==> config.mk <==
export PLATFORM = sky130hd
export DESIGN_NAME = mealy_fsm_ol
export DESIGN_NICKNAME = d
export VERILOG_FILES = /design/src/rtl/mealy_fsm_ol.sv
export SDC_FILE = /design/constraint.sdc
export NUM_CORES = 1
export LEC_CHECK = 0
export ABC_AREA = 0
export BUFFER_PORTS_ARGS = -buffer_cell sky130_fd_sc_hd__buf_2
export CAP_MARGIN = 20
export CELL_PAD_IN_SITES_DETAIL_PLACEMENT = 0
export CELL_PAD_IN_SITES_GLOBAL_PLACEMENT = 1
export CORE_AREA = 2 2 39 41
export CTS_CLUSTER_DIAMETER = 200
export DETAILED_ROUTE_END_ITERATION = 8
export DIE_AREA = 0 0 41 43
export PLACE_DENSITY = 0.32
export REMOVE_ABC_BUFFERS = 1
export SETUP_SLACK_MARGIN = 0.1
export SLEW_MARGIN = 10
export SYNTH_ARGS = -nofsm -noshare
export SYNTH_HDL_FRONTEND = slang
export SYNTH_SLANG_ARGS = --single-unit
==> constraint.sdc <==
create_clock -name clk -period 3.2 [get_ports clk]
set_clock_uncertainty 0.1 [all_clocks]
set_input_delay 0.64 -clock clk [delete_from_list [all_inputs] [get_ports clk]]
set_output_delay 0.64 -clock clk [all_outputs]
set_load 0.01 [all_outputs]
==> src/rtl/mealy_fsm_ol.sv <==
// Overlapping serial detector for the pattern 1101 (first-received bit first).
// Mealy machine: the detect flag is a combinational function of the current
// state and the bit presented on 'in', so a match is flagged in the same
// cycle as the fourth pattern bit, before the edge that consumes it.
module mealy_fsm_ol (
    input  logic clk,
    input  logic rst,
    input  logic in,
    output logic out
);

    // Each state names the longest prefix of 1101 that is also a suffix of
    // the bits consumed so far. All four 2-bit codes are used.
    typedef enum logic [1:0] {
        S0   = 2'b00,   // nothing matched
        S1   = 2'b01,   // matched "1"
        S11  = 2'b10,   // matched "11"
        S110 = 2'b11    // matched "110"
    } state_t;

    state_t state_reg;
    state_t state_next;

    // State register; reset forces S0 at once, without waiting for a clock edge.
    always_ff @(posedge clk or posedge rst) begin
        if (rst) begin
            state_reg <= S0;
        end else begin
            state_reg <= state_next;
        end
    end

    // Next-state and detect-flag decode. After a hit the trailing 1 is kept as
    // the start of the next match, so the machine lands in S1 rather than S0.
    // The flag is also held low while rst is asserted, so it never depends on
    // clock activity during reset.
    always_comb begin
        state_next = S0;
        out        = 1'b0;
        case (state_reg)
            S0: begin
                state_next = in ? S1 : S0;
            end
            S1: begin
                state_next = in ? S11 : S0;
            end
            S11: begin
                // Additional 1s still leave "11" as the useful suffix.
                state_next = in ? S11 : S110;
            end
            S110: begin
                state_next = in ? S1 : S0;
                out        = in & ~rst;
            end
            default: begin
                state_next = S0;
            end
        endcase
    end

endmodule

== Word-level counts from Yosys, hierarchy flattened ==
Cells that the tools add are included.

* Equal/unequal tests: 3
* Multiplexer cells: 5
* Bitwise gates (word level): 2
* Reduce and logical (&&, ||, !) cells: 2

{| class="wikitable"
|+ Operators with widths
! operator !! number
|-
| $pmux 2 s3 || 1
|-
| $eq 2x2->1 const B || 2
|-
| $mux 1 || 3
|-
| $eq 2x1->1 const B || 1
|-
| $logic_not 2->1 || 1
|-
| $mux 2 || 1
|-
| $reduce_or 2->1 || 1
|-
| $and 1x1->1 || 1
|-
| $not 1->1 || 1
|}

* Register bits after elaboration: 2
* Bits of input ports: 3
* Output and inout bits: 1
* Word-level logic and storage cells: 13

== Depth between registers and ports, before layout ==
* Depth in word-level cells: 3
* Mapped depth: 3
* Depth with buffers taken out: 3

== Least setup slack after synthesis ==
No wires, ideal clock.

* Kind: input to output
* Start: input port rst
* End: output port out
* Arrival time: 0.875 ns
* Required time: 2.460 ns
* Setup slack: 1.585 ns
* Stages on the path: 1
* Path buffers: 0
* Cell sequence: and3b_1

* Cells in the longest elaborated chain, start to end: 3

{| class="wikitable"
|+ Ends and longest elaborated chain
! what !! RTL line !! text
|-
| start, declared || 7 || <nowiki>input logic rst,</nowiki>
|-
| $not 1->1 || 53 || <nowiki>out = in & ~rst;</nowiki>
|-
| $and 1x1->1 || 53 ||
|-
| $mux 1 || 40 || <nowiki>case (state_reg)</nowiki>
|-
| end, declared || 9 || <nowiki>output logic out</nowiki>
|}

Every way passes these cells.

== Final worst setup path ==
* Start: register state_reg[0]
* End: output port out

* Cells in the longest elaborated chain, start to end: 2

{| class="wikitable"
|+ Ends and longest elaborated chain
! what !! RTL line !! text
|-
| start, declared || 21 || <nowiki>state_t state_reg;</nowiki>
|-
| start signal, assigned || 29 || <nowiki>state_reg <= state_next;</nowiki>
|-
| $eq 2x2->1 || 40 ||
|-
| $mux 1 || 40 ||
|}

Every way passes these cells.

==> results.yml <==
outcome:
  status: "complete, no violations"
global_route:
  track_usage_pct: 4.01
  grt_first_pass_wirelength_um: 351
  antenna_found_initial: 0
  gr-total-overflow: 0
  grt_max_degree: 4
  grt_pass1_vias: 95
power:
  pwr-share-comb_pct: 30.1
  p_sw_share_pct: 26.8
  p_leak_nw: 0.109
  power_density_nw_per_um2: 759
  seq_power_share_pct: 31.4
  p_switching_uw: 39.0
  p_int_uw: 106
  clockPowerShare_pct: 38.4
  vdd_drop_max_mv: 0.126
timing:
  finalMaxSlewViolations: 0
  setup_viol: 0
  fin_setup_tns_ns: 0
  finalHoldViolCount: 0
  whs_ns: 0.165
  clock.fmax_mhz: 547
  slew_headroom_pct: 93.1
  rsz0062_at_grt: "no"
  fin_crit_ns: 1.83
  worstMarginPinSlew_ns: 0.104
  timing.final.crit_share_pct: 57.2
detailed_routing:
  drc: 0
  vias_per_cell: 2.85
  antenna_left: 0
  routed_wl_um: 210
  firstDrtPassIters: 1
  wire_per_inst_um: 6.36
  via_count: 94
  drt_iter0_markers: 0
clocking:
  root_buffer: "clkbuf_4"
  post_cts_buffers: 0
  tritoncts: "built"
  clockBufferDepth: 2
  cts_buffers: 3
  cts.htree.levels: 1
  cts_hold_buffers: 0
  cts_sinks: 2
  clkTransAtPathRegs_ns: 0.03
  ctsResizeCount: 0
  worstSkewPairLatency_ns: 0.22
floorplanning:
  core-area_um2: 1380
  die-height_um: 43
  rows: 14
  die-area_um2: 1760
  die_w_um: 41
  io_pins: 4
  initial_core_util_pct: 9.67
run:
  cap_viol_max_count: 0
setup_path:
  crit_required_ns: 2.46
  arrival_ns: 1.09
  cp-start-kind: "flip-flop"
  startpoint: "state_reg[0]"
  crit_path_end_kind: "output port"
  critPathKind: "flip-flop to output port"
  regToRegStartpoint: "state_reg[0]"
  crit_fanout: 3
final_layout:
  fin_nets: 25
  largest_register_ff_count: 2
  syn_to_final_growth_pct: 43.0
  n_antenna_cell: 0
  layout_common_cells: "inv_1, ha_1, clkbuf_4, buf_2, dfrtp_1"
  drive_gt1_share_pct: 47.1
logic_synthesis:
  seq_area_frac_synth_pct: 37.4
  yosys.area.top_type: "dfrtp_1"
  synthCells: 11
  syn-cell-area_um2: 134
  synth_cell_types: 6
  ys_top_cells_by_area: "dfrtp_1, ha_1, mux2_4"
  synth_top_area_share_pct: 37.4
  yosys_register_bits: 2
  syn_avg_cell_area_um2: 12.2
  yosys_warnings: 0
placement:
  dpl.hpwl_um: 157
  io_buffers: 3
  place_congestion: 0.554
min_path:
  hold_path_class: "primary input to asynchronous set/reset pin"
## stage by stage
step / power [mW] / instance area [um2] / cells / util [%] / setup WS (ns)
6_report: 0.145 / 191 / 33 / 13.8 / 1.37
5_1_grt: 0.161 / 191 / 33 / 13.8 / 1.31
4_1_cts: 0.151 / 191 / 33 / 13.8 / 1.35
3_5_place_dp: 0.0908 / 169 / 30 / 12.2 / 1.40
3_3_place_gp: 0.0926 / 169 / 30 / 12.2 / 1.40
2_1_floorplan: 0.0813 / 134 / 11 / - / 1.58
## routing by layer
layer	GRT usage, %	share of wire (%)	vias to the layer above	routed length, um
met3	4.71	7.1	2	15
met4	8.00	5.7	0	12
met2	3.44	39	5	82
met1	2.56	47	39	99
met5	0	0	-	0
li1	-	-	48	-
## cell usage after synthesis
master,count
ha_1,3
mux2_4,1
mux2_2,1
inv_1,3
dfrtp_1,2
and3b_1,1
## power groups by stage
stage	clock network (mW)	registers [mW]	logic, mW
floorplan	0	0.0444	0.0369
CTS	0.0602	0.0460	0.0447
global placement	0	0.0460	0.0467
global route	0.0625	0.0478	0.0508
detailed placement	0	0.0464	0.0443
finish	0.0559	0.0457	0.0438
## logic make-up after synthesis
kind of cell	share of synthesized area, %
buffers and inverters	8.41
adder cells (fa/ha/maj)	28.0
flip-flops	37.4
AND/OR/NAND/NOR	6.54
multiplexers	19.6
## area by class of cell
cell class              instances  area (um2)
clock buffers                   3        22.5
fillers                       150        1190
inverters                       3        11.3
multi-input cells               6        72.6
flip-flops and latches          2        50.0
well taps                      16        20.0
repair buffers                  3        15.0
## worst paths after layout
kind / endpoint / slack [ns] / cells past startpoint
max reg2reg: state_reg[0] / 2.04 / 3
min reg2reg: state_reg[0] / 0.55 / 2
min: state_reg[0] / 0.17 / 2
max: out / 1.37 / 3
max in group asynchronous: state_reg[1] / 2.73 / 2
min in group clk: state_reg[0] / 0.55 / 2
## worst max-delay path, cell delays in order (launching register included)
cell	delay, ns
dfrtp_1	0.38
ha_1	0.20
and3b_1	0.15
buf_2	0.13
Note: power is estimated with default switching activity, not from simulation.
